## config.mk

```make
export PLATFORM = sky130hd
export DESIGN_NAME = sr_driver_flat
export DESIGN_NICKNAME = d
export VERILOG_FILES = /design/src/rtl/sr_driver_if.sv /design/src/rtl/sr_driver.sv /design/src/flat_wrapper.sv
export SDC_FILE = /design/constraint.sdc
export NUM_CORES = 1
export LEC_CHECK = 0
export ABC_AREA = 1
export CAP_MARGIN = 0
export CORE_AREA = 3 3 60 62
export CTS_BUF_LIST = sky130_fd_sc_hd__clkbuf_8
export CTS_CLUSTER_DIAMETER = 40
export DETAILED_ROUTE_END_ITERATION = 8
export DIE_AREA = 0 0 63 65
export PLACE_DENSITY = 0.88
export SETUP_SLACK_MARGIN = 0.1
export SLEW_MARGIN = 15
export SYNTH_ARGS = -nofsm -noshare
export SYNTH_HDL_FRONTEND = slang
export SYNTH_SLANG_ARGS = --single-unit
```

## constraint.sdc

```tcl
create_clock -name clk -period 1.61 [get_ports clk]
set_input_delay 0.161 -clock clk [delete_from_list [all_inputs] [get_ports clk]]
set_output_delay 0.161 -clock clk [all_outputs]
set_load 0.02 [all_outputs]
```

## src/rtl/sr_driver_if.sv

```systemverilog
// Button-side requests and SR-latch drive outputs of sr_driver.
interface sr_driver_if;
    logic set_req;
    logic rst_req;
    logic s;
    logic r;
    logic busy;
    logic conflict;

    modport master (
        output set_req,
        output rst_req,
        input  s,
        input  r,
        input  busy,
        input  conflict
    );

    modport slave (
        input  set_req,
        input  rst_req,
        output s,
        output r,
        output busy,
        output conflict
    );
endinterface

```

## src/rtl/sr_driver.sv

```systemverilog
// Debounced set/reset pulse driver for a downstream SR latch.
// Bit 0 of the request vectors is the set path, bit 1 the reset path.
module sr_driver #(
    parameter int DEBOUNCE = 4,
    parameter int PULSE    = 2,
    parameter int GUARD    = 1
) (
    input  logic       clk,
    input  logic       rst_n,
    sr_driver_if.slave bus
);
    typedef enum logic [1:0] {
        ST_IDLE,
        ST_SET_P,
        ST_RST_P,
        ST_GUARD
    } state_t;

    localparam logic [7:0] DB_LAST = 8'(DEBOUNCE - 1);
    localparam logic [7:0] PU_LAST = 8'(PULSE - 1);
    localparam logic [7:0] GU_LAST = 8'(GUARD - 1);
    localparam bit HAS_GUARD = (GUARD != 0);

    logic [1:0] w_req;
    logic [1:0] r_sync1;
    logic [1:0] r_sync2;
    logic [1:0] r_db;
    logic [1:0] r_db_d;
    logic [1:0] w_ev;
    logic [1:0] r_pend;
    logic [7:0] r_dbcnt [2];

    state_t     r_state;
    logic [7:0] r_cnt;
    logic       r_s;
    logic       r_r;
    logic       r_busy;
    logic       r_conflict;

    logic w_set_c;
    logic w_rst_c;
    logic w_pulse_end;
    logic w_guard_end;
    logic w_disp;

    assign w_req = {bus.rst_req, bus.set_req};
    assign w_ev  = r_db & ~r_db_d;

    always_ff @(posedge clk or negedge rst_n) begin
        if (!rst_n) begin
            r_sync1    <= '0;
            r_sync2    <= '0;
            r_db       <= '0;
            r_db_d     <= '0;
            r_dbcnt[0] <= '0;
            r_dbcnt[1] <= '0;
        end else begin
            r_sync1 <= w_req;
            r_sync2 <= r_sync1;
            r_db_d  <= r_db;
            for (int i = 0; i < 2; i++) begin
                if (r_sync2[i] == r_db[i]) begin
                    r_dbcnt[i] <= '0;
                end else if (r_dbcnt[i] == DB_LAST) begin
                    r_db[i]    <= ~r_db[i];
                    r_dbcnt[i] <= '0;
                end else begin
                    r_dbcnt[i] <= r_dbcnt[i] + 8'd1;
                end
            end
        end
    end

    assign w_set_c = w_ev[0] | r_pend[0];
    assign w_rst_c = w_ev[1] | r_pend[1];

    assign w_pulse_end = (r_state == ST_SET_P || r_state == ST_RST_P)
                      && (r_cnt == PU_LAST);
    assign w_guard_end = (r_state == ST_GUARD) && (r_cnt == GU_LAST);

    // Dispatch also at phase end so queued work follows with no idle gap.
    assign w_disp = (r_state == ST_IDLE)
                 || (w_pulse_end && !HAS_GUARD)
                 || w_guard_end;

    always_ff @(posedge clk or negedge rst_n) begin
        if (!rst_n) begin
            r_state    <= ST_IDLE;
            r_cnt      <= '0;
            r_pend     <= '0;
            r_s        <= 1'b0;
            r_r        <= 1'b0;
            r_busy     <= 1'b0;
            r_conflict <= 1'b0;
        end else begin
            r_conflict <= 1'b0;
            if (w_disp) begin
                r_cnt  <= '0;
                r_pend <= '0;
                if (w_rst_c) begin
                    r_state    <= ST_RST_P;
                    r_s        <= 1'b0;
                    r_r        <= 1'b1;
                    r_busy     <= 1'b1;
                    r_conflict <= w_set_c;
                end else if (w_set_c) begin
                    r_state <= ST_SET_P;
                    r_s     <= 1'b1;
                    r_r     <= 1'b0;
                    r_busy  <= 1'b1;
                end else begin
                    r_state <= ST_IDLE;
                    r_s     <= 1'b0;
                    r_r     <= 1'b0;
                    r_busy  <= 1'b0;
                end
            end else begin
                r_pend <= r_pend | w_ev;
                if (w_pulse_end) begin
                    r_state <= ST_GUARD;
                    r_s     <= 1'b0;
                    r_r     <= 1'b0;
                    r_cnt   <= '0;
                end else begin
                    r_cnt <= r_cnt + 8'd1;
                end
            end
        end
    end

    assign bus.s        = r_s;
    assign bus.r        = r_r;
    assign bus.busy     = r_busy;
    assign bus.conflict = r_conflict;
endmodule
```

## src/flat_wrapper.sv

```systemverilog
// flat-port wrapper written by rule: the top's interface ports become plain ports
module sr_driver_flat 
#(
    parameter int DEBOUNCE = 4,
    parameter int PULSE    = 2,
    parameter int GUARD    = 1
)
  (clk, rst_n, bus_set_req, bus_rst_req, bus_s, bus_r, bus_busy, bus_conflict);
  sr_driver_if bus_i ();
  input  logic clk;
  input  logic rst_n;
  input wire logic [$bits(bus_i.set_req)-1:0] bus_set_req;
  input wire logic [$bits(bus_i.rst_req)-1:0] bus_rst_req;
  output wire logic [$bits(bus_i.s)-1:0] bus_s;
  output wire logic [$bits(bus_i.r)-1:0] bus_r;
  output wire logic [$bits(bus_i.busy)-1:0] bus_busy;
  output wire logic [$bits(bus_i.conflict)-1:0] bus_conflict;
  assign bus_i.set_req = bus_set_req;
  assign bus_i.rst_req = bus_rst_req;
  assign bus_s = bus_i.s;
  assign bus_r = bus_i.r;
  assign bus_busy = bus_i.busy;
  assign bus_conflict = bus_i.conflict;
  sr_driver #(.DEBOUNCE(DEBOUNCE), .PULSE(PULSE), .GUARD(GUARD)) u_core (.clk(clk), .rst_n(rst_n), .bus(bus_i));
endmodule
```

### After elaboration in Yosys (flattened, before gate mapping)

Index checks and enable logic that the tools add are counted.

| operators by class | value |
|---|---|
| reductions and logical operators | 9 |
| equality and inequality tests | 8 |
| add/subtract/negate cells | 3 |
| bitwise operators | 9 |
| multiplexer cells | 20 |

Operators with widths:

| operator | count |
|---|---|
| 8-bit two-way mux | 6 |
| 8-bit by 1-bit adder with 8-bit output, second input constant | 3 |
| 8-bit by 2-bit == test with 1-bit output, second input constant | 2 |
| 1-bit two-way mux | 10 |
| 8-bit by 1-bit == test with 1-bit output, second input constant | 1 |
| 8-bit zero test | 1 |
| 2-bit two-way mux | 4 |
| 2-bit == test, second input constant | 2 |
| 1-bit NOT | 4 |
| 2-bit AND reduction | 2 |
| 2-bit bitwise AND | 1 |
| 1-bit == test | 2 |
| 2-bit by 1-bit == test with 1-bit output, second input constant | 1 |
| 1-bit logical AND | 2 |
| 2-bit zero test | 1 |
| 1-bit logical OR | 2 |
| 2-bit NOT | 1 |
| 1-bit bitwise OR | 2 |
| 2-bit bitwise OR | 1 |
| 2-bit nonzero test | 1 |

| word-level totals | value |
|---|---|
| output and inout port bits | 4 |
| bits of input ports | 4 |
| word-level logic and storage cells | 63 |
| bits in registers | 40 |

### Longest topological paths before layout

Gate-level depths: netlist (run 1).

| depth | value |
|---|---|
| depth in word-level cells | 6 |
| depth in mapped cells | 9 |
| gate-level depth less buffers | 9 |

### Worst setup path before layout (run 1)

OpenSTA, ideal clock, no wires.

| timing | value |
|---|---|
| path type | reg2reg |
| from | reg u_core.r_state[0] |
| to | reg u_core.r_state[1] |
| period minus slack after synthesis | 1.223 ns |
| library setup time | 0.117 ns |
| arrival | 1.107 ns |
| cell stages (with the launch flop) | 9 |
| buffers on the path | 0 |
| slack | 0.387 ns |
| required time | 1.493 ns |
| path through | dfrtp_1 -> inv_1 -> ha_1 -> nand2_1 -> nor2_1 -> nand2_1 -> nand3_1 -> nand2_1 -> nand2_1 |

| between the ends | value |
|---|---|
| longest elaborated chain between the ends | 4 |
| elaborated cells between the ends (all ways) | 10 |
| those cells by class | eq/ne (3); mux (1); reduce/logical (6) |

Ends and longest elaborated chain:

| element | line | text |
|---|---|---|
| start: declaration | sr_driver.sv:33 | `state_t r_state;` |
| start signal: assignment | sr_driver.sv:88 | `r_state <= ST_IDLE;` |
| start signal: assignment | sr_driver.sv:101 | `r_state <= ST_RST_P;` |
| start signal: assignment | sr_driver.sv:107 | `r_state <= ST_SET_P;` |
| 2-bit == test (tied with other cells) | sr_driver.sv:79 | `assign w_guard_end = (r_state == ST_GUARD) && (r_cnt == GU_LAST);` |
| 1-bit logical AND or 1-bit logical OR (tied branches) | sr_driver.sv:79, sr_driver.sv:77 |  |
| 1-bit logical OR or 1-bit logical AND (tied branches) | sr_driver.sv:84, sr_driver.sv:78 |  |
| 2-bit two-way mux or 2-bit nonzero test (tied branches) | n/a |  |

Parallel ways exist; a longest one is shown, timed or not.
A chain may end at the register's enable or synchronous reset.

### Final worst setup path (run 1)

| timing | value |
|---|---|
| from | reg u_core.r_s, in the netlist u_core.bus.s |
| to | out bus_s |

RTL lines:

| element | line | text |
|---|---|---|
| start: declaration | sr_driver.sv:35 | `logic r_s;` |
| start signal: assignment | sr_driver.sv:91 | `r_s <= 1'b0;` |
| start signal: assignment | sr_driver.sv:102 | `r_s <= 1'b0;` |
| start signal: assignment | sr_driver.sv:108 | `r_s <= 1'b1;` |
| end: declaration | flat_wrapper.sv:14 | `output wire logic [$bits(bus_i.s)-1:0] bus_s;` |

No word-level cell between the ends.

==> results of run 1 <==
## sequential cells by signal, indices dropped and copies added (netlist names)
signal and cells:
u_core.r_sync1 2, u_core.bus.r 1, u_core.r_state 2, u_core.r_dbcnt 16, u_core.bus.s 1, u_core.r_sync2 2
u_core.bus.busy 1, u_core.r_db 2, u_core.r_cnt 8, u_core.r_pend 2, u_core.r_db_d 2, u_core.bus.conflict 1
## worst max path at each step
stage / slack [ps] / to / from / cells after the start
floorplan: 390 / u_core.r_state[1] / u_core.r_state[0] / 8
global route: 100 / u_core.r_state[1] / u_core.r_cnt[0] / 9
finish: 190 / bus_s / u_core.bus.s / 1
detailed placement: 250 / u_core.r_state[1] / u_core.r_state[0] / 8
global placement: 300 / u_core.r_state[1] / u_core.r_state[0] / 8
CTS: 170 / bus_s / u_core.bus.s / 1
## area by class of cell
cell class	count	area [sq um]	area share, %
well taps	44	55.1	2.58
clock buffers	6	82.6	3.87
repair buffers	9	95.1	4.45
multi-input cells	146	778	36.4
clock inverters	2	7.51	0.351
flip-flops and latches	40	1000	46.9
inverters	31	116	5.45
## cell usage after synthesis, types with 3 or more instances
library cell,n
nand2_1,47
dfrtp_1,40
a21oi_1,5
nor3_1,3
ha_1,9
nand3_1,12
nand4_1,5
nor2_1,37
o21ai_0,5
inv_1,30
nor2_2,4
xor2_1,7
xnor2_1,3
## what timing repair did
action	CTS	global route
hold endpoints to repair	19	0
gates resized for setup	0	2
hold buffers	1	0
setup endpoints to repair	0	2
## cell families after synthesis
family	Yosys count	synth area share (%)
AO/OA/AOI/OAI	10	2.62
XOR/XNOR	10	4.58
adder cells (fa/ha/maj)	9	5.89
buffers and inverters	34	7.39
flip-flops	40	52.3
AND/OR/NAND/NOR	117	27.2
## per-layer routing
layer  GRT usage (%)  wire, microns
met1            21.3           1390
met2            33.1           1590
met3            5.89            121
met4            9.92             74
met5               0              0
## report_power, final
part	internal, mW	leakage (nW)	total [mW]	switching (mW)
logic	0.387	0.529	1.05	0.662
registers	1.23	0.526	1.39	0.165
clock network	0.337	0.0538	0.661	0.325
total	1.95	1.11	3.10	1.15
==> reports/metrics.cfg, run 1 <==
[run_status]
status=complete, no violations

[final_layout]
most-common-layout-cells=nand2_1 (47), dfrtp_1 (40), nor2_1 (36)
layout.nets=246
fin_cells=278
syn_to_final_growth_pct=11.6
drive_gt1_share_pct=8.55
layout_commonest_cell=nand2_1
stdcell_area_sq_mm=0.00214
final_core_util_pct=69.4
antenna_cells=0
fillers=254

[worst_setup_path]
required_ps=1450
critPathLaunchType=flip-flop
r2r_cells=9
max_stage_delay_ps=610
path_max_fanout=2
critPathBufInv=1
slowest_stage=clkdlybuf4s50_1
rrSetupSlack_ps=220
crit_type=reg2out
worstReg2RegEnd=u_core.r_state[1]
regToRegStartpoint=u_core.r_cnt[0]
path_delay_family=buffers and inverters
cp.arrival_ps=1260
crit_path_end_kind=primary output
crit_chain=clkdlybuf4s50_1

[clocking]
cts_tree=built
htree_levels=2
clock_path_buffers=2
cts.clk_slew.worst_paths_ps=70
root_buffer=clkbuf_8
numCtsBuffers=5
postCtsSetupBuffers=0
clock_latency_ps=290
clock-sinks=40

[hold_path]
worstHoldStart=bus_rst_req
holdPathEnd=u_core.r_sync1[1]
whs_path_depth=1
holdCritPathClass=in2reg

[job]
drv_cap=0

[detailed_routing]
drt_iter0_markers=71
drt_first_pass_iters=4
detail_route.wl_per_cell_microns=11.4
totalWireLength_mm=3.17
vias=1379
ant_nets=0
viasPerCell=4.96
drc=0

[timing]
skew_ps=5.97
holdWs_ps=312
grt_setup_unrepaired=false
period_needed_ps=1420
tns_ps=0
clock.fmax_ghz=0.703
setup_slack_ps=189
hold_viol=0
maxSlewHeadroom_pct=69.5
period_share_pct=88.3
worst_pin_slew_ps=457
maxSlewViolCount=0
setup_viol=0

[global_route]
antenna_found_initial=0
grt_pass1_vias=1432
grt_start_max_net_pins=22
grt_util_all_layers_pct=19.2
grt_pass1_wl_mm=6.01
gr-total-overflow=0

[die]
start_util_pct=62.2
core_area_sq_mm=0.00308
io_pins=8
die-area_sq_mm=0.00410
die_w_microns=63
rows=20
fp.dieH_microns=65

[yosys]
yosysWarnings=0
synth_flop_cell=dfrtp_1
synth_top_area_share_pct=52.3
syn_area_per_cell_sq_um=8.70
yosys.area.top_type=dfrtp_1
synthTopCellsByArea=dfrtp_1 (52%), nand2_1 (9.2%), nor2_1 (7.3%)
synth_edf_count=0
yosys_register_bits=40
synth.distinct_cells=21
syn_inst=220
yosysSeqAreaShare_pct=52.3
synthesis.area_sq_mm=0.00191
synthArstFlopShare_pct=100
synth_nets=233

[pwr]
leakagePower_nw=1.11
finalPower_mw=3.10
power.density_mw_per_mm2=1450
ir_drop_v=0.000909

[placed_design]
dpl_cell_area_sq_mm=0.00203
gp_congestion=0.806
io_buffers=7
place_ws_ps=250
place_hpwl_mm=2.37
dpl.cell_count=269

Note: power is estimated with default switching activity, not from simulation.
==> run 2, diff against run 1 <==
--- a/config.mk
+++ b/config.mk
@@ -14,7 +14,7 @@
 export DIE_AREA = 0 0 63 65
 export PLACE_DENSITY = 0.88
 export SETUP_SLACK_MARGIN = 0.1
-export SLEW_MARGIN = 15
+export SLEW_MARGIN = 30
 export SYNTH_ARGS = -nofsm -noshare
 export SYNTH_HDL_FRONTEND = slang
 export SYNTH_SLANG_ARGS = --single-unit
==> results of run 2 <==
Same layout as run 1: the final DEF is identical, and so are final timing and power.
